==> config.mk <==
export PLATFORM = sky130hd
export DESIGN_NAME = traffic_phase_controller_flat
export DESIGN_NICKNAME = d
export VERILOG_FILES = /design/src/rtl/traffic_phase_controller_if.sv /design/src/rtl/traffic_phase_controller.sv /design/src/flat_wrapper.sv
export SDC_FILE = /design/constraint.sdc
export NUM_CORES = 1
export LEC_CHECK = 0
export CAP_MARGIN = 10
export CORE_AREA = 10 10 66 68
export CTS_BUF_LIST = sky130_fd_sc_hd__clkbuf_4 sky130_fd_sc_hd__clkbuf_8 sky130_fd_sc_hd__clkbuf_16
export CTS_CLUSTER_SIZE = 25
export DETAILED_ROUTE_END_ITERATION = 8
export DIE_AREA = 0 0 76 78
export GPL_TIMING_DRIVEN = 0
export SETUP_SLACK_MARGIN = 0.3
export SYNTH_ARGS = -nofsm -noshare
export SYNTH_HDL_FRONTEND = slang
export SYNTH_SLANG_ARGS = --single-unit
export TNS_END_PERCENT = 50
==> constraint.sdc <==
create_clock -name clk -period 3.7 [get_ports clk]
set_input_delay 0.74 -clock clk [delete_from_list [all_inputs] [get_ports clk]]
set_output_delay 0.74 -clock clk [all_outputs]
set_load 0.03 [all_outputs]
==> src/rtl/traffic_phase_controller_if.sv <==
// Sensor/actuator signal bundle for the intersection phase controller.
// The master side drives demand, enable and emergency; the slave side is the controller.
interface traffic_phase_controller_if;
    logic       en;
    logic [3:0] car_present;
    logic       emergency;
    logic [3:0] state;
    logic       almost_done;
    logic [1:0] lane_idx;

    modport master (
        output en, car_present, emergency,
        input  state, almost_done, lane_idx
    );

    modport slave (
        input  en, car_present, emergency,
        output state, almost_done, lane_idx
    );
endinterface

==> src/rtl/traffic_phase_controller.sv <==
// Four-way intersection phase sequencer: demand-skipping green rotation with all-red
// clearance between phases and an emergency all-red override. All outputs registered.
//
//   state  | meaning
//   CLEAR  | all-red clearance; picks the next lane with demand when cnt reaches 0
//   GREEN  | one lane has right-of-way; almost_done over the final YELLOW_CYCLES
//   EMERG  | forced all-red while emergency is held
module traffic_phase_controller #(
    parameter int GREEN_CYCLES   = 8,
    parameter int YELLOW_CYCLES  = 2,
    parameter int ALL_RED_CYCLES = 2,
    parameter int CNT_W          = 8
) (
    input  logic                        clk,
    input  logic                        rst_n,
    traffic_phase_controller_if.slave   bus
);

    typedef enum logic [1:0] {
        S_CLEAR = 2'd0,
        S_GREEN = 2'd1,
        S_EMERG = 2'd2
    } fsm_t;

    localparam logic [CNT_W-1:0] GRN_LOAD = CNT_W'(GREEN_CYCLES - 1);
    localparam logic [CNT_W-1:0] CLR_LOAD = CNT_W'(ALL_RED_CYCLES - 1);
    localparam logic [CNT_W-1:0] YEL_LIM  = CNT_W'(YELLOW_CYCLES);
    localparam logic [CNT_W-1:0] CNT_ONE  = CNT_W'(1);

    fsm_t             r_fsm;
    logic [CNT_W-1:0] r_cnt;
    logic [1:0]       r_lane_idx;
    logic [3:0]       r_state;
    logic             r_almost_done;

    fsm_t             w_fsm_nxt;
    logic [CNT_W-1:0] w_cnt_nxt;
    logic [1:0]       w_lane_nxt;
    logic [3:0]       w_state_nxt;
    logic             w_ad_nxt;
    logic [1:0]       w_sel;
    logic [1:0]       w_cand;

    // Scan candidates from +4 down to +1 so the nearest lane with demand wins;
    // the current lane itself is only reached as the +4 candidate.
    always_comb begin
        w_sel  = r_lane_idx + 2'd1;
        w_cand = r_lane_idx;
        for (int k = 4; k >= 1; k--) begin
            w_cand = r_lane_idx + 2'(k);
            if (bus.car_present[w_cand]) begin
                w_sel = w_cand;
            end
        end
    end

    always_comb begin
        w_fsm_nxt   = r_fsm;
        w_cnt_nxt   = r_cnt;
        w_lane_nxt  = r_lane_idx;
        w_state_nxt = r_state;
        w_ad_nxt    = r_almost_done;

        if (bus.emergency) begin
            w_fsm_nxt   = S_EMERG;
            w_state_nxt = 4'b0000;
            w_ad_nxt    = 1'b0;
        end else if (bus.en) begin
            case (r_fsm)
                S_CLEAR: begin
                    w_state_nxt = 4'b0000;
                    w_ad_nxt    = 1'b0;
                    if (r_cnt != '0) begin
                        w_cnt_nxt = r_cnt - CNT_ONE;
                    end else begin
                        w_lane_nxt  = w_sel;
                        w_state_nxt = 4'b0001 << w_sel;
                        w_cnt_nxt   = GRN_LOAD;
                        w_ad_nxt    = (GRN_LOAD < YEL_LIM);
                        w_fsm_nxt   = S_GREEN;
                    end
                end
                S_GREEN: begin
                    if (r_cnt != '0) begin
                        w_cnt_nxt = r_cnt - CNT_ONE;
                        w_ad_nxt  = ((r_cnt - CNT_ONE) < YEL_LIM);
                    end else begin
                        w_state_nxt = 4'b0000;
                        w_ad_nxt    = 1'b0;
                        w_cnt_nxt   = CLR_LOAD;
                        w_fsm_nxt   = S_CLEAR;
                    end
                end
                S_EMERG: begin
                    w_state_nxt = 4'b0000;
                    w_ad_nxt    = 1'b0;
                    w_cnt_nxt   = CLR_LOAD;
                    w_fsm_nxt   = S_CLEAR;
                end
                default: begin
                    w_state_nxt = 4'b0000;
                    w_ad_nxt    = 1'b0;
                    w_cnt_nxt   = CLR_LOAD;
                    w_fsm_nxt   = S_CLEAR;
                end
            endcase
        end
    end

    always_ff @(posedge clk or negedge rst_n) begin
        if (!rst_n) begin
            r_fsm         <= S_CLEAR;
            r_cnt         <= CLR_LOAD;
            r_lane_idx    <= 2'd3;
            r_state       <= 4'b0000;
            r_almost_done <= 1'b0;
        end else begin
            r_fsm         <= w_fsm_nxt;
            r_cnt         <= w_cnt_nxt;
            r_lane_idx    <= w_lane_nxt;
            r_state       <= w_state_nxt;
            r_almost_done <= w_ad_nxt;
        end
    end

    assign bus.state       = r_state;
    assign bus.almost_done = r_almost_done;
    assign bus.lane_idx    = r_lane_idx;

endmodule

==> src/flat_wrapper.sv <==
// flat-port wrapper written by rule: the top's interface ports become plain ports
module traffic_phase_controller_flat 
#(
    parameter int GREEN_CYCLES   = 8,
    parameter int YELLOW_CYCLES  = 2,
    parameter int ALL_RED_CYCLES = 2,
    parameter int CNT_W          = 8
)
  (clk, rst_n, bus_en, bus_car_present, bus_emergency, bus_state, bus_almost_done, bus_lane_idx);
  traffic_phase_controller_if bus_i ();
  input  logic clk;
  input  logic rst_n;
  input wire logic [$bits(bus_i.en)-1:0] bus_en;
  input wire logic [$bits(bus_i.car_present)-1:0] bus_car_present;
  input wire logic [$bits(bus_i.emergency)-1:0] bus_emergency;
  output wire logic [$bits(bus_i.state)-1:0] bus_state;
  output wire logic [$bits(bus_i.almost_done)-1:0] bus_almost_done;
  output wire logic [$bits(bus_i.lane_idx)-1:0] bus_lane_idx;
  assign bus_i.en = bus_en;
  assign bus_i.car_present = bus_car_present;
  assign bus_i.emergency = bus_emergency;
  assign bus_state = bus_i.state;
  assign bus_almost_done = bus_i.almost_done;
  assign bus_lane_idx = bus_i.lane_idx;
  traffic_phase_controller #(.GREEN_CYCLES(GREEN_CYCLES), .YELLOW_CYCLES(YELLOW_CYCLES), .ALL_RED_CYCLES(ALL_RED_CYCLES), .CNT_W(CNT_W)) u_core (.clk(clk), .rst_n(rst_n), .bus(bus_i));
endmodule
# --- Word level (Yosys, flattened, before mapping) ---
# Index checks and enable logic that the tools add are counted.
word_totals:
  word_cells: 56
  input_bits: 8
  regBits: 17
classes:
  eq_ne: 3
  reduce_logical: 7
  shift: 1
  n_lt_le_gt_ge: 5
  n_mux: 29
  bitwise_logic: 2
  n_addsub: 4
op_table:
  columns: ["operator", "count"]
  rows:
  - ["$mux W2", 8]
  - ["$mux W4", 4]
  - ["$mux W8", 2]
  - ["$pmux W8 S2", 1]
  - ["$lt A2 B3 Y1 const B", 4]
  - ["$bmux W1 S2", 4]
  - ["$lt A8 B2 Y1 const B", 1]
  - ["$mux W1", 8]
  - ["$pmux W4 S2", 1]
  - ["$reduce_bool A8 Y1", 1]
  - ["$sub A8 B1 Y8 const B", 1]
  - ["$ne A3 B3 Y1 const B", 2]
  - ["$add A2 B2 Y2 const B", 2]
  - ["$pmux W2 S2", 1]
  - ["$reduce_and A2 Y1", 2]
  - ["$reduce_and A4 Y1", 1]
  - ["$shl A1 B2 Y4 const A", 1]
  - ["$reduce_and A3 Y1", 1]
  - ["$add A2 B1 Y2 const B", 1]
  - ["$eq A2 B1 Y1 const B", 1]
  - ["$logic_not A2 Y1", 1]
  - ["$not A1 Y1", 2]
  - ["$reduce_bool A2 Y1", 1]

# --- Longest topological paths before layout ---
# Gate-level depths: netlist of the first run.
depth:
  word_depth: 11
  ltp_mapped: 6
  ltp_nobuf: 6

# --- Worst setup path before layout of the first run ---
# No wires, ideal clock.
synth_timing:
  kind: "register -> register"
  from: "reg u_core.r_cnt[0]"
  to: "reg u_core.r_almost_done (netlist: u_core.bus.almost_done)"
  path_stages_with_launch: 6
  arrival_time_ps: 1828
  period_less_slack_ps: 1895
  required_ps: 3634
  setup_ps: 66
  slack_ps: 1805
  cell_sequence: "dfstp_2 > inv_1 > ha_1 > or3_2 > a2111oi_0 > a22o_1"
synth_between:
  elab_chain_len: 6
  word_cells_on_any_way: 7
  cone_classes: "add/sub (1); order compare (1); mux (4); reduce/logical (1)"
synth_rtl:
  columns: ["item", "line", "text"]
  rows:
  - ["start: declaration", "traffic_phase_controller.sv:31", "logic [CNT_W-1:0] r_cnt;"]
  - ["start signal: assignment", "traffic_phase_controller.sv:119", "r_cnt <= w_cnt_nxt;"]
  - ["$sub A8 B1 Y8", "traffic_phase_controller.sv:86", "w_ad_nxt = ((r_cnt - CNT_ONE) < YEL_LIM);"]
  - ["$lt A8 B2 Y1", "traffic_phase_controller.sv:86", null]
  - ["$mux W1 (*)", "traffic_phase_controller.sv:84", "if (r_cnt != '0) begin"]
  - ["$mux W1 (*)", null, null]
  - ["$mux W1 (*)", "traffic_phase_controller.sv:68", "end else if (bus.en) begin"]
  - ["$mux W1 (*)", "traffic_phase_controller.sv:64", "if (bus.emergency) begin"]
  - ["end signal: assignment", "traffic_phase_controller.sv:122", "r_almost_done <= w_ad_nxt;"]
  - ["end: declaration", "traffic_phase_controller.sv:34", "logic r_almost_done;"]
# Every way passes the cells marked *; elsewhere a longest branch is shown, timed or not. The select of a mux whose other input is x is not followed.
# A chain may end at the register's enable or synchronous reset.

# --- Final worst setup path of the first run ---
layout_timing:
  from: "in bus_emergency"
  to: "reg u_core.r_cnt[6]"
layout_between:
  elab_chain_len: 2
layout_rtl:
  columns: ["item", "line", "text"]
  rows:
  - ["start: declaration", "flat_wrapper.sv:15", "input wire logic [$bits(bus_i.emergency)-1:0] bus_emergency;"]
  - ["$not A1 Y1 (no line)", null, null]
  - ["$reduce_and A2 Y1 (no line)", null, null]
# No other way between the ends.

==> flow_results.org, run 1 <==
** Pwr
- Switch Pwr :: 351 µW
- The clock network burns 12.6% of the power.
- Of the total power, combinational logic draws 49.7%.
- Register share of total power :: 37.6%
- IR Drop Worst-Case VDD :: 0.000301 V
- The internal power of the cells totals 485 µW.
- For this design the static power due to leakage is 0.000505 µW.
- In this run switching power makes up 42.0% of total power.
- For this design the ratio of total power to cell area is 664 nW/µm².

** Placement
- The congestion estimate from routability-driven global placement came to 0.739.
- Count of port buffers added during placement :: 14
- Once detailed placement completed, the half-perimeter wirelength came to 1740 µm.

** Timing
- Final cycle utilization of the critical path :: 65.4%
- Post-route worst hold slack :: 511 ps
- Final number of hold-violating endpoints :: 0
- Setup repair after global routing missed its margin :: false
- Maximum operating frequency :: 413 MHz
- For the pin with the worst max-slew slack, the measured transition is 768 ps.
- Clock skew :: 8.20 ps
- Headroom to the max-slew limit came out at 48.6%.
- Setup TNS :: 0 ps
- Shortest period the worst path allows :: 2420 ps
- # setup viols final :: 0
- The number of max-slew violations in the final report is 0.

** Route
- Vias per std cell :: 5.26
- Starting DRC count in detailed routing :: 59
- Dividing the detail-routed wire length by the instance count gives 13.8 µm.
- For this run, the detailed router's first-pass iteration total came to 6.
- For this run, design rule violations remaining after detail routing come to 0.
- Total number of vias :: 863
- Total detailed-routing wirelength :: 2270 µm
- The count of nets left with antenna violations once routing finished came out at 0.

** Global route
- The number of antenna violations at the first check in global routing was 0.
- Global routing consumed, over all layers together, 8.09% of the routing resources.
- Total gr overflow :: 0
- The first global-routing pass estimated 4000 µm of wire.
- Entering global routing, the biggest net connects 18 pins.
- The number of global-route vias before repair came to 858.

** Logic synthesis
- Dividing the synthesized area by the synthesized cell count gives 10.3 µm².
- Top cell type by total area after synthesis :: dfrtp_1
- Most common cell in the netlist :: dfrtp_1
- List of most frequent post-synthesis cells :: 14 x dfrtp_1, 8 x inv_1, 7 x nand2_1, 6 x a21oi_1, 5 x a32o_1
- For this run, asynchronously set or reset flops after synthesis account for 100%.
- Synthesized Nets :: 110
- Sequential cell area fraction in the yosys report :: 41.6%
- The Yosys step of the flow raised 0 warnings.
- Synthesis inferred 17 register bits.
- Main synth FF type :: dfrtp_1
- After synthesis, the cell types taking the most area are dfrtp_1 34%, dfstp_2 7.6%, a32o_1 4.9%, nor4_4 4.1%, a21oi_1 2.9%.
- The cell count after synthesis came out at 100.
- Counting flops with a built-in enable in the synthesized netlist gives 0.
- Syn Std Cell Area :: 1030 µm²
- Distinct cell type count of the synthesized netlist :: 38
- Of the post-synthesis cell area, the dominant cell type holds 34.0%.

** Floorplan
- Area of the die :: 5930 µm²
- Core Area :: 3180 µm²
- Vertical extent of the die :: 78 µm
- Starting Density :: 32.4%
- Number of primary I/O pins :: 15
- In this run the core area contains 21 standard-cell rows.
- Chip Width :: 76 µm

** Setup path
- Largest stage delay, worst path :: 670 ps
- The worst setup path is of the in -> reg kind.
- The critical path contains buffers and inverters numbering 2 combined.
- The signal on the critical path passes through clkdlybuf4s50_1 > nand2b_1 > clkbuf_1 > a211oi_2 > a21oi_1 > mux2i_1.
- Crit-path max FO :: 10
- Kind of end point of the critical path :: flip-flop
- Slowest CP cell :: a211oi_2
- CP delay by family, top :: compound AO/OA/AOI/OAI gates
- Kind of launch point of the worst setup path :: input port
- Required arrival time at the worst endpoint :: 3920 ps
- At the worst endpoint, the arrival time is 2640 ps.

** Status
- Status :: finished, final reports clean

** CTS
- At the later pin of the worst-skew pair, clock insertion delay measures 290 ps.
- H-tree levels :: 1
- The clock passes through at most 2 buffers.
- Clock-pin slew was measured on the worst setup and hold paths at 100 ps.
- TritonCTS built the clock tree.
- Buffers inserted to repair hold after CTS numbered 0.
- The clock drives 17 sinks.
- Root buffer cell :: clkbuf_4
- Clock tree synthesis inserted a total of 3 buffers.
- Once the clock tree was built, the setup fixing pass inserted 0 buffers.
- Number of cells upsized or downsized after cts :: 0

** Cells and area
- Compared with the post-synthesis result, the final layout area differs by 22.1%.
- The layout has 319 filler cells.
- For this run, the post-layout net count is 129.
- Share of layout cells above drive strength 1 :: 17.8%
- Diodes inserted :: 0

** Flow run
- Across the run, the number of max-cap violations was 0.

** Worst hold path
- In this run the worst hold path is classified as reg -> reg.
## per-layer routing
| layer | vias up | track usage [%] | part of all wire (%) |
|---|---|---|---|
| met1 | 415 | 9.01 | 43 |
| li1 | 419 | - | - |
| met4 | 0 | 2.27 | 1.1 |
| met2 | 23 | 13.3 | 48 |
| met3 | 6 | 4.15 | 7.8 |
| met5 | - | 0 | 0 |
## state kept, by name (all words and copies together) (netlist names)
signal / count
u_core.bus.almost_done: 1
u_core.bus.lane_idx: 2
u_core.bus.state: 4
u_core.r_cnt: 8
u_core.r_fsm: 2
## power groups by stage
stage | sequential (µW) | combinational [µW] | clock, µW
4_1_cts | 313 | 419 | 114
3_5_place_dp | 315 | 418 | 0
3_3_place_gp | 315 | 410 | 0
5_1_grt | 326 | 467 | 123
6_report | 315 | 416 | 106
2_1_floorplan | 326 | 303 | 0
## worst reg2reg max path: stages (launching register included)
cell and delay (ps):
dfstp_2 590, inv_1 70, ha_1 290, or3_2 460, a2111oi_0 420, a22o_1 210
## path summary, 6_finish.rpt
kind	start	to	slack [ps]	depth (start not counted)
worst max register to register	u_core.r_cnt[0]	u_core.bus.almost_done	1610	5
max in group asynchronous	rst_n	u_core.r_fsm[1]	2320	1
min in group asynchronous	rst_n	u_core.r_cnt[4]	890	1
worst min-delay path	u_core.bus.state[3]	u_core.bus.state[3]	510	1
worst max-delay path	bus_emergency	u_core.r_cnt[6]	1280	6
worst min register to register	u_core.bus.state[3]	u_core.bus.state[3]	510	1
## cells by family (layout without fill, tap and decap cells)
| kind of cell | count (synthesis) | count (layout) | synth area share, % |
|---|---|---|---|
| AOI/OAI and AO/OA | 35 | 35 | 26.9 |
| xor gates and xnor gates | 3 | 3 | 2.55 |
| adders and majority gates | 2 | 2 | 2.43 |
| buffers and inverters | 10 | 28 | 3.76 |
| DFF | 17 | 17 | 41.6 |
| muxes | 4 | 4 | 4.37 |
| and+or+nand+nor | 29 | 29 | 18.3 |
## cells in the final DEF (no fill, tap or decap), types with 3 or more instances in the layout
cell type,synthesis,routed
nor3_1,3,3
clkbuf_4,0,4
clkdlybuf4s50_1,0,14
mux2i_1,3,3
dfstp_2,3,3
nand2_1,7,7
nand2b_1,4,4
inv_1,8,8
dfrtp_1,14,14
nor2_1,4,4
xnor2_1,3,3
o21ai_0,4,4
a21oi_1,6,6
a32o_1,5,5
## area by class of cell
cell class	instances	area, µm²	area share, %
sequential	17	429	34.1
clock buffer	4	30.0	2.39
tap	46	57.6	4.57
buffer	2	8.76	0.696
inverter	8	30.0	2.39
timing repair buffer	14	140	11.1
multi-input combinational	73	563	44.7
## metrics by stage
stage | instance area, µm² | cells | setup slack [ps] | util [%] | power [µW]
after floorplan | 1030 | 100 | 1810 | - | 629
after global placement | 1230 | 160 | 1030 | 38.6 | 725
after detailed placement | 1230 | 160 | 984 | 38.6 | 734
after CTS | 1260 | 164 | 1320 | 39.6 | 846
after global routing | 1260 | 164 | 1140 | 39.6 | 916
final | 1260 | 164 | 1280 | 39.6 | 836
No activity file was read; power rests on OpenSTA's default activity.
==> inputs of run 2 (changes only) <==
- clock period: 3.7 -> 2.3 ns (I/O delays scaled with it)
==> run 2 against run 1 <==
  * Sequential power increased by 63%
  * Clock-buffer cell count unchanged
  * Combinational power increased by 94%
==> flow_results.org, run 2 (same netlist as run 1, synthesis figures left out) <==
** CTS
- Clk buf depth :: 2
- Hold-fix buffer count after cts :: 0
- For this design, the sink count on the clock tree is 17.
- After clock tree synthesis, the clock-pin slew on the worst setup and hold paths is 100 ps.
- CTS tree :: done
- Root buffer cell :: clkbuf_4
- Clock latency reported for the late side of the worst-skew pair :: 290 ps
- Number of buffers created by CTS :: 3
- H-tree levels :: 1

** Setup path
- At the worst endpoint, the arrival time is 1570 ps.
- Largest stage delay, worst path :: 690 ps
- Worst path buffer plus inverter count :: 1
- Traced cell by cell, the critical path runs through clkdlybuf4s50_1.
- Required arrival time at the worst endpoint :: 1840 ps
- Class of the most critical setup path :: reg -> out
- Slowest CP cell :: clkdlybuf4s50_1
- CP delay by family, top :: buffers and inverters
- Of all nets on the critical path, the largest fanout is 5.
- Kind of end point of the critical path :: primary output
- Kind of launch point of the worst setup path :: flip-flop

** Global route
- The number of antenna violations at the first check in global routing was 0.
- For this run the aggregate overflow at the end of global routing stands at 0.
- Global routing used 8.19% of the available tracks.
- Entering global routing, the biggest net connects 18 pins.
- The first global-routing pass estimated 4060 µm of wire.
- Vias in the first global route :: 870

** Floorplan
- Starting Density :: 32.4%
- The die covers 5930 µm².
- In this run the count of I/O pins placed on the die edge is 15.
- Chip Width :: 76 µm
- Vertical extent of the die :: 78 µm
- Row count :: 21
- Core Area :: 3180 µm²

** Route
- Starting DRC count in detailed routing :: 74
- Wire length per cell :: 14.5 µm
- Dividing the detail-routed via count by the number of cells gives 5.33.
- Wires add up to 2450 µm.
- After detailed routing, the number of remaining DRC violations is 0.
- Remaining antenna violation count after routing :: 0
- The first detailed-routing pass took 5 iterations.
- Total number of vias :: 901

** Flow run
- Across the run, the number of max-cap violations was 0.

** Timing
- Maximum operating frequency :: 493 MHz
- Slew of the pin with the lowest slew margin :: 774 ps
- For the finished layout, the period the worst path requires is 2030 ps.
- Setup violations remaining at the end of the flow were counted as 0.
- Dividing the final minimum period by the clock period gives 88.2%.
- Final number of hold-violating endpoints :: 0
- Across the routed clock network, the largest skew measured is 9.57 ps.
- Setup slack closes at 272 ps.
- Setup repair after global routing missed its margin :: true
- The number of max-slew violations in the final report is 0.
- The worst pin sits at a relative slew slack of 48.2%.

** Pwr
- In this run switching power makes up 42.2% of total power.
- For this design the ratio of total power to cell area is 1120 nW/µm².
- Internal power of the cells :: 865 µW
- Clock network fraction of design power :: 11.5%
- IR Drop Worst-Case VDD :: 0.000462 V
- Register share of total power :: 34.4%
- Portion of total power attributed to combinational logic :: 54.1%
- Lkg Pwr :: 0.000531 µW
- Switch Pwr :: 631 µW

** Cells and area
- Diodes inserted :: 0
- The post-route netlist has 24.4% of its cells at a drive strength greater than 1.
- Across the whole layout, storage elements account for 429 µm².
- For this run, the number of standard cells in the final layout without fillers is 169.
- The register with the most flip-flops in the layout has 8 of them.
- Cells fill 42.0% of the core in the end.
- Synth-to-layout area growth :: 29.4%
- The register with the most flip-flops in the final layout is u_core.r_cnt.
- Final instance area :: 1330 µm²
- Most common library cell in the layout ignoring fill and taps :: dfrtp_1
- The filler cells instantiated in the layout total 310.
- The top cell types in the final layout, fill and taps aside, are 14 x dfrtp_1, 13 x clkdlybuf4s50_1, 7 x inv_1, 7 x nand2_1, 6 x a21oi_1.
- The multi-input combinational cells in the finished layout cover a total of 602 µm².
- Post-layout net count :: 134

** Placement
- Port buffering added 14 buffers.
- Post-DP Area :: 1230 µm²
- Once placement completed, the tool counted placed cells totaling 160.
- The congestion estimate from routability-driven global placement came to 0.739.
- Setup WS pre-CTS :: -136 ps
- The wire-length estimate of the detail-placed layout is 1740 µm.

** Status
- The flow ran to the end, and the final reports show no timing, DRC or antenna violations.

** Worst hold path
- Hold crit path type :: reg -> reg
==> run 2: timing repair <==
item	CTS	global route
setup buffers	0	5
gates resized for setup	3	6
setup endpoints to repair	10	15
pin swaps	0	6
endpoints found under the hold margin	0	0
==> run 2: cell type report <==
type,instances,share of cell area [%]
sequential,17,32.2
timing repair buffer,19,13.2
multi-input combinational,73,45.1
buffer,2,0.657
tap,46,4.32
inverter,8,2.25
clock buffer,4,2.25
==> run 2: power groups by stage <==
stage / sequential [µW] / clock, µW / combinational [µW]
global placement: 506 / 0 / 660
floorplan: 524 / 0 / 487
finish: 515 / 172 / 809
CTS: 504 / 183 / 683
global route: 531 / 197 / 890
detailed placement: 507 / 0 / 673
==> run 2: path summary, 6_finish.rpt <==
path,startpoint,slack (ps),endpoint,cells after the start
worst max-delay path,u_core.bus.lane_idx[0],270,bus_lane_idx[0],1
worst min-delay path,u_core.bus.state[0],510,u_core.bus.state[0],1
worst max register to register,u_core.r_cnt[0],280,u_core.bus.almost_done,6
worst min register to register,u_core.bus.state[0],510,u_core.bus.state[0],1
max in group asynchronous,rst_n,1200,u_core.r_fsm[1],1
min in group asynchronous,rst_n,610,u_core.r_cnt[4],1
==> run 2: metrics by stage <==
stage	hold WS [ps]	power, µW	setup TNS, ps
final	511	1500	0
after floorplan	164	1010	0
after detailed placement	486	1180	-548
after CTS	513	1370	0
after global routing	544	1620	0
after global placement	483	1170	-348
==> run 2: layer usage <==
metal / global-route usage, % / vias to the layer above / routed length, µm
met2: 13.2 / 23 / 1190
met4: 3.03 / 0 / 44
met3: 4.26 / 6 / 186
met5: 0 / - / 0
li1: - / 428 / -
met1: 9.01 / 444 / 1030
==> inputs of run 3 (changes only) <==
- clock period: 2.3 -> 2 ns (I/O delays scaled with it)
==> run 3 against run 2 <==
  * Non-clock buffer count grew 9
  * Critical path depth grew 5
  * Die area is the same
  * Sequential share of layout area shrank 3.7 points
  * Critical endpoint is now u_core.bus.almost_done
  * Largest cell class unchanged
  * Largest power group unchanged
  * Highest routed layer unchanged
==> flow_results.org, run 3 (same netlist as run 1, synthesis figures left out) <==
** Status
- Status :: finished, final reports clean

** CTS
- The clock drives 17 sinks.
- H-tree levels :: 1
- TritonCTS built the clock tree.
- Clock latency on the worst-skew pair, taken at its later pin, is 300 ps.
- Clk buf depth :: 2
- In this run, CTS created clock tree buffers numbering 3.
- Clock-pin slew was measured on the worst setup and hold paths at 110 ps.
- Root buffer cell :: clkbuf_4

** Setup path
- Class of the most critical setup path :: reg -> reg
- Along the worst path, the maximum fanout reaches 4.
- Worst path buffer plus inverter count :: 1
- Arrival time of data at the critical path endpoint :: 2040 ps
- Critical path origin :: u_core.r_cnt[0]
- Walking the worst path, the cells encountered are inv_4 > ha_4 > nor3b_4 > a211o_4 > a2111oi_4 > a22o_1.
- Required arrival time at the worst endpoint :: 2250 ps
- The worst register-to-register path begins at u_core.r_cnt[0].
- Slowest CP cell :: dfstp_2
- Kind of launch point of the worst setup path :: flip-flop
- Broken down by cell family, the worst path's largest delay share belongs to compound AO/OA/AOI/OAI gates.
- Kind of end point of the critical path :: flip-flop
- For this run, the slowest stage of the critical path takes 580 ps.

** Placement
- Summed over all nets, the half-perimeter wirelength after detailed placement is 1760 µm.
- At the placement stage, the worst setup path has a slack of -350 ps.
- Count of port buffers added during placement :: 14
- Routability-driven placement finished with a final weighted congestion of 0.731.

** Pwr
- IR Drop Worst-Case VDD :: 0.000579 V
- P per Cell Area :: 1240 nW/µm²
- The analysis attributes to cell leakage a power of 0.000645 µW.

** Route
- Total number of vias :: 939
- DRC :: 0
- The count of nets left with antenna violations once routing finished came out at 0.
- After detailed routing, the total wire length is 2560 µm.
- In the detailed route, the total length drawn on met3 is 156 µm.
- Top layer reached by signal wires :: met4
- Using the TritonRoute via totals, the vias-per-cell ratio works out to 5.28.
- The routed design uses 1270 µm of met2 wire.
- Met1 layer wirelength in the final routing :: 1120 µm
- Starting DRC count in detailed routing :: 43
- Wire length per cell :: 14.4 µm
- Number of detailed-routing iterations run before antenna repair :: 4

** Flow run
- Maxcap violations :: 0

** Global route
- Vias in the first global route :: 981
- The number of antenna violations at the first check in global routing came to 0.
- Pin count of the biggest net entering global routing :: 18
- Total GRT Usage :: 8.99%
- Total gr overflow :: 0
- Wire length of the first global-routing pass :: 4550 µm

** Timing
- For the final database, setup skew stands at 13.9 ps.
- Final cycle utilization of the critical path :: 89.5%
- Maximum operating frequency :: 558 MHz
- Setup TNS :: 0 ps
- Slew of the pin with the lowest slew margin :: 753 ps
- The number of max-slew violations in the final report is 0.
- Slew Limit Headroom :: 49.7%
- Shortest period the worst path allows :: 1790 ps
- Final number of hold-violating endpoints :: 0
- Setup repair after global routing could not meet its margin everywhere.
- # setup viols final :: 0
- Worst Slack Setup Final :: 209 ps

** Cells and area
- Diodes inserted :: 0
- Post-layout net count :: 143
- Register ranked first by flip-flop count :: u_core.r_cnt
- Of the cells placed in the final design, the portion with a size suffix greater than 1 is 37.1%.
- Once layout is complete, the utilization of the core stands at 47.5%.
- The area growth from synthesis to layout is 46.4%.
- Highest-count cells in the layout ignoring fill and taps :: 14 x dfrtp_1, 12 x buf_4, 9 x clkdlybuf4s50_1
- The register with the most flip-flops in the layout has 8 of them.
- The library cell used most frequently in the layout, excluding fill and tap cells, is dfrtp_1.

** Worst hold path
- Hold path startpoint :: u_core.bus.state[3]
- Hold crit path type :: reg -> reg

** Floorplan
- Vertical extent of the die :: 78 µm
- Starting Density :: 32.4%
- For this design the top-level I/O count stands at 15.
- The floorplan step defined a core boundary enclosing 3180 µm².
- The floorplan has 21 rows.
- Chip Width :: 76 µm
- Area of the die :: 5930 µm²
[run 3: cell types whose count changed in the layout (fill, tap and decap cells not counted), sizes merged, moves of 2 or more]
cell and change:
buf +9, clkdlybuf4s15 +2, clkdlybuf4s50 -4, dlymetal6s2s +3
[run 3: what timing repair did]
item | CTS | global route
gates cloned | 0 | 0
pin swaps | 12 | 3
gates resized for setup | 20 | 5
endpoints found under the hold margin | 0 | 0
hold buffers | 0 | 0
setup endpoints to repair | 21 | 20
setup buffers | 13 | 1
[run 3: path summary, 6_finish.rpt]
check	to	slack, ps	cells past startpoint
worst max-delay path	u_core.bus.almost_done	210	6
worst min-delay path	u_core.bus.state[3]	510	1
worst max register to register	u_core.bus.almost_done	210	6
worst min register to register	u_core.bus.state[3]	510	1
max in group asynchronous	u_core.r_fsm[1]	980	1
min in group asynchronous	u_core.r_cnt[4]	530	1
[run 3: through the flow]
step           hold WS (ps)  instance area (µm²)  total power [µW]  instances
2_1_floorplan           104                 1080              1230        100
3_3_place_gp            483                 1280              1420        160
3_5_place_dp            485                 1280              1440        160
4_1_cts                 516                 1480              1860        177
5_1_grt                 537                 1510              2010        178
6_report                511                 1510              1870        178
[run 3: cell type report]
cell class	count	area, µm²
inverter	8	32.5
clock buffer	3	22.5
sequential	17	429
tap	46	57.6
clock inverter	1	5.00
fill	304	1670
buffer	2	25.0
timing repair buffer	28	262
multi-input combinational	73	676
[run 3: per-layer routing]
layer / up-vias / GRT usage (%)
met3: 2 / 3.80
met2: 23 / 14.7
met1: 468 / 10.6
met4: 0 / 2.27
li1: 446 / -
met5: - / 0
[run 3: power breakdown]
part	switching [µW]	total, µW	internal (µW)
Sequential	143	591	448
Combinational	547	1090	541
Clock	114	189	74.4
Total	805	1870	1060
==> RTL edit 1: new RTL, flow settings as in run 1 <==
Re-encode `fsm_t` (3 states) as one-hot, 3 bits wide.
--- a/src/rtl/traffic_phase_controller.sv
+++ b/src/rtl/traffic_phase_controller.sv
@@ -16,10 +16,10 @@
     traffic_phase_controller_if.slave   bus
 );
 
-    typedef enum logic [1:0] {
-        S_CLEAR = 2'd0,
-        S_GREEN = 2'd1,
-        S_EMERG = 2'd2
+    typedef enum logic [2:0] {
+        S_CLEAR = 3'b001,
+        S_GREEN = 3'b010,
+        S_EMERG = 3'b100
     } fsm_t;
 
     localparam logic [CNT_W-1:0] GRN_LOAD = CNT_W'(GREEN_CYCLES - 1);
Formal check against the unedited RTL: no difference found for any inputs over 10 cycles, from zero or initial values and one cycle with rst_n low; not proved beyond that.
==> RTL edit 1 against run 1 <==
- critical path depth is 5 lower
- worst setup slack better by 0.067 ns
- via count is 18% higher
- design area is 11% higher
- sequential power is 12% lower
- total power is 7.4% lower
- sequential cell count is 1 higher
- area after synthesis is 13% higher
- maximum frequency is 2.8% higher
- clock skew is 0.0042 ns higher
- routed wire length is 19% higher
- first-iteration DRC count is 12% higher
- die area stayed put
==> RTL edit 1: results (changes against run 1) <==
Slowest cell delay on critical path: 0.70 ns (+0.03 ns)
Fillers: 316 (-0.94%)
Reg2reg end: u_core.r_cnt[7]$_DFFE_PN0P_
Share of layout cells above drive strength 1: 13.6% (-4.2 points)
Gpl congestion: 0.792 (+7.2%)
Reg-to-reg critical path startpoint: u_core.r_cnt[0]$_DFFE_PN1P_
Row cnt: 21 (unchanged)
Vias per cell: 5.46 (+3.7%)
Post-synthesis adder-cell area fraction: 2.14% (-0.29 points)
Port Buffers: 14 (unchanged)
Antenna violations before repair: 0 (unchanged)
Synth Net Count: 132 (+20%)
Crit-path max FO: 8 (-2)
Vias in the first global route: 1041 (+21%)
HPWL after detailed placement: 2.00 mm (+15%)
Total Nets Final: 151 (+17%)
First-pass GRT wire length: 4.73 mm (+18%)
Register bank with the most flops: u_core.r_cnt
Layout Cells excl Fill: 186 (+13%)
Inst Count DP: 182 (+14%)
Syn Inst Count: 122 (+22%)
Area fraction in compound gates after synthesis: 28.6% (+1.6 points)
Pin count of the biggest net entering global routing: 19 (+1)
CP max-delay cell: clkdlybuf4s50_1
Fin Clk Skew: 0.0124 ns (+0.00425 ns)
Worst Hold Launch: u_core.bus.state[0]$_DFFE_PN0P_
Mux contribution to synthesized area: 2.14% (-2.2 points)
Xor/xnor share of the synthesized area: 2.25% (-0.30 points)
Top cells by count, synth: 14 x dfrtp_1, 10 x nand2_1, 9 x inv_1
NetSw: 0.308 mW (-12%)
GR Util All Layers: 9.30% (+1.2 points)
1st-iter DRT viols: 66 (+12%)
Max IR drop VDD: 0.000240 V (-20%)
FF-to-FF setup slack: 1.65 ns (+0.04 ns)
FF-to-FF path depth: 6 (+1)
Seq/Total Area, Yosys: 39.0% (-2.7 points)
Post-synth top flop: dfrtp_1
Final WL: 2.70 mm (+19%)
Internal Pwr Total: 0.466 mW (-4.0%)
Worst Hold End: u_core.bus.state[0]$_DFFE_PN0P_
Static Leak: 0.566 nW (+12%)
Slew at the pin with the worst max-slew slack: 0.833 ns (+0.0655 ns)
Synth unique cells: 45 (+18%)
Pre-CTS setup slack: 1.07 ns (+0.0855 ns)
Setup bufs post-CTS: 0 (unchanged)
Synth area leaders: dfrtp_1 30%, dfstp_2 9.0%, a21oi_1 3.4%
Outcome: finished, final reports clean
WP data arrival: 1.61 ns (-1.03 ns)
Cts bufs inserted: 3 (unchanged)
Area of placed instances: 0.00137 mm^2 (+11%)
CP top delay family: buffers and inverters
PostCTS Resize Cnt: 0 (unchanged)
Pre-Repair DR Iteration Count: 4 (-2)
-- RTL edit 1: layout make-up --
cell class                      count  area, um^2  share of cell area, %
Multi-Input combinational cell     90         643                   45.9
Buffer                              5        36.3                   2.59
Clock buffer                        4        36.3                   2.59
Tap cell                           46        57.6                   4.10
Inverter                            9        33.8                   2.41
Sequential cell                    18         455                   32.5
Timing Repair Buffer               14         140                   9.99
-- RTL edit 1: through the flow --
stage                     utilization (%)  hold slack (ns)
after detailed placement             43.0            0.487
after CTS                            44.1            0.516
after global routing                 44.1            0.551
after floorplan                         -            0.444
final                                44.1            0.513
after global placement               43.0            0.482
-- RTL edit 1: logic make-up (layout without fill, tap and decap cells) --
logic type      Yosys count  in the layout
compound gates           45             45
xor+xnor                  3              3
fa+ha+maj                 2              2
buf+inv                  14             32
flops                    18             18
mux                       2              2
simple gates             38             38
-- RTL edit 1: power by group through the flow --
stage	combinational [mW]	clock, mW	sequential [mW]
floorplan	0.266	0	0.293
global placement	0.366	0	0.280
detailed placement	0.372	0	0.283
CTS	0.374	0.129	0.278
global route	0.413	0.138	0.284
finish	0.373	0.123	0.278
-- RTL edit 1: how the worst max path moves through the flow --
stage                                             startpoint                                  to  slack, ns  cells after the start
after floorplan                  u_core.r_cnt[1]$_DFFE_PN0P_  u_core.bus.lane_idx[1]$_DFFE_PN1P_       1.93                      7
after global placement                         bus_emergency         u_core.r_cnt[4]$_DFFE_PN0P_       1.12                      5
after detailed placement                       bus_emergency         u_core.r_cnt[7]$_DFFE_PN0P_       1.07                      5
after CTS                 u_core.bus.lane_idx[1]$_DFFE_PN1P_                     bus_lane_idx[1]       1.32                      1
after global routing                           bus_emergency         u_core.r_cnt[4]$_DFFE_PN0P_       1.23                      5
final                     u_core.bus.lane_idx[1]$_DFFE_PN1P_                     bus_lane_idx[1]       1.35                      1
-- RTL edit 1: worst reg2reg max path: cells and delay by family (launching register included) --
family | cells | cell delay (ns)
AND/OR/NAND/NOR | 1 | 0.15
AO/OA/AOI/OAI | 3 | 0.96
flip-flops | 1 | 0.57
adder cells (fa/ha/maj) | 1 | 0.21
buffers and inverters | 1 | 0.08
-- RTL edit 1: routing by layer --
metal / vias up / GRT usage (%) / part of all wire, %
li1: 495 / - / -
met1: 488 / 10.5 / 45
met2: 30 / 16.4 / 48
met3: 2 / 3.34 / 6.4
met4: 0 / 1.89 / 0.56
met5: - / 0 / 0
==> RTL edit 2: new RTL, flow settings as in run 1 <==
Made on the original files. `CNT_W` is set to 8 in 2 places; all go to 7.
--- a/src/rtl/traffic_phase_controller.sv
+++ b/src/rtl/traffic_phase_controller.sv
@@ -9,7 +9,7 @@
     parameter int GREEN_CYCLES   = 8,
     parameter int YELLOW_CYCLES  = 2,
     parameter int ALL_RED_CYCLES = 2,
-    parameter int CNT_W          = 8
+    parameter int CNT_W          = 7
 ) (
     input  logic                        clk,
     input  logic                        rst_n,
--- a/src/flat_wrapper.sv
+++ b/src/flat_wrapper.sv
@@ -4,7 +4,7 @@
     parameter int GREEN_CYCLES   = 8,
     parameter int YELLOW_CYCLES  = 2,
     parameter int ALL_RED_CYCLES = 2,
-    parameter int CNT_W          = 8
+    parameter int CNT_W          = 7
 )
   (clk, rst_n, bus_en, bus_car_present, bus_emergency, bus_state, bus_almost_done, bus_lane_idx);
   traffic_phase_controller_if bus_i ();
Formal check against the unedited RTL: same outputs for any inputs over 10 cycles, from zero or initial values and one cycle with rst_n low; that may be too few to reach the edited logic, so the function may still have changed.
==> RTL edit 2 against run 1 <==
- register-to-register slack gained 0.08 ns
- sequential power shrank 15%
- core utilization shrank 3.5 points
- total power shrank 16%
- sequential cell count shrank 1
- critical path type is now reg -> out
- design area shrank 8.7%
- worst setup slack gained 0.094 ns
- largest cell class unchanged
- routed wire length shrank 8.3%
- area after synthesis shrank 11%
- largest power group unchanged
==> RTL edit 2: results (changes against run 1) <==
GR Layer Usage met1: 8.88% (-0.13 points)
CP max-delay cell: clkdlybuf4s50_1
Share of layout cells above drive strength 1: 10.0% (-7.8 points)
GR Util All Layers: 7.23% (-0.86 points)
Met2 routed wirelength: 972 um (-10%)
Top cells by count, synth: 13 x dfrtp_1, 10 x o21ai_0, 9 x inv_1, 9 x nor2_1, 7 x nand2_1
Seq. pwr: 0.269 mW (-15%)
FF-to-FF path depth: 6 (+1)
CP Capture Point: bus_lane_idx[0]
Area of placed instances: 0.00111 mm^2 (-9.5%)
Static Leak: 0.483 nW (-4.2%)
Max FFs per register: 7 (-1)
Routed wl met3: 97 um (-45%)
Reg2reg end: u_core.bus.state[2]$_DFFE_PN0P_
Met1 wire length: 998 um (+1.8%)
Mux contribution to synthesized area: 1.09% (-3.3 points)
Synth unique cells: 39 (+2.6%)
Seq/Total Area, Yosys: 44.2% (+2.6 points)
Max IR drop VDD: 0.000294 V (-2.4%)
Slew at the pin with the worst max-slew slack: 0.709 ns (-0.0589 ns)
Inst Count DP: 162 (+1.3%)
M2 GR Usage: 12.2% (-1.1 points)
Comb power frac: 45.1% (-4.6 points)
Reg-to-reg critical path startpoint: u_core.r_cnt[1]$_DFFE_PN0P_
Layout Cells excl Fill: 166 (+1.2%)
WP data arrival: 1.59 ns (-1.05 ns)
Final WL: 2.08 mm (-8.3%)
Outcome: finished, final reports clean
1st-iter DRT viols: 31 (-47%)
Area fraction in compound gates after synthesis: 25.3% (-1.6 points)
Xor/xnor share of the synthesized area: 0.958% (-1.6 points)
Vias per cell: 4.92 (-6.6%)
[RTL edit 2: cell count changes after synthesis, sizes merged, moves of 3 or more]
cell,run 1,this run
nor4,3,0
o21ai,4,10
a32o,5,0
xnor2,3,0
clkbuf,1,4
nor2,4,9
a221o,4,0
[RTL edit 2: layout make-up]
type                       instances  area, um^2
buffer                             4        16.3
clock buffer                       4        36.3
inverter                           9        33.8
sequential                        16         404
tap                               46        57.6
multi-input combinational         73         460
fill                             328        2030
timing repair buffer              14         140
[RTL edit 2: metrics by stage]
step	total power, mW	util [%]	setup WS, ns	hold WS [ns]
5_1_grt	0.766	36.1	1.28	0.532
4_1_cts	0.708	36.1	1.37	0.501
2_1_floorplan	0.495	-	1.98	0.444
6_report	0.701	36.1	1.37	0.493
3_5_place_dp	0.588	35.0	1.19	0.475
3_3_place_gp	0.580	35.0	1.23	0.469
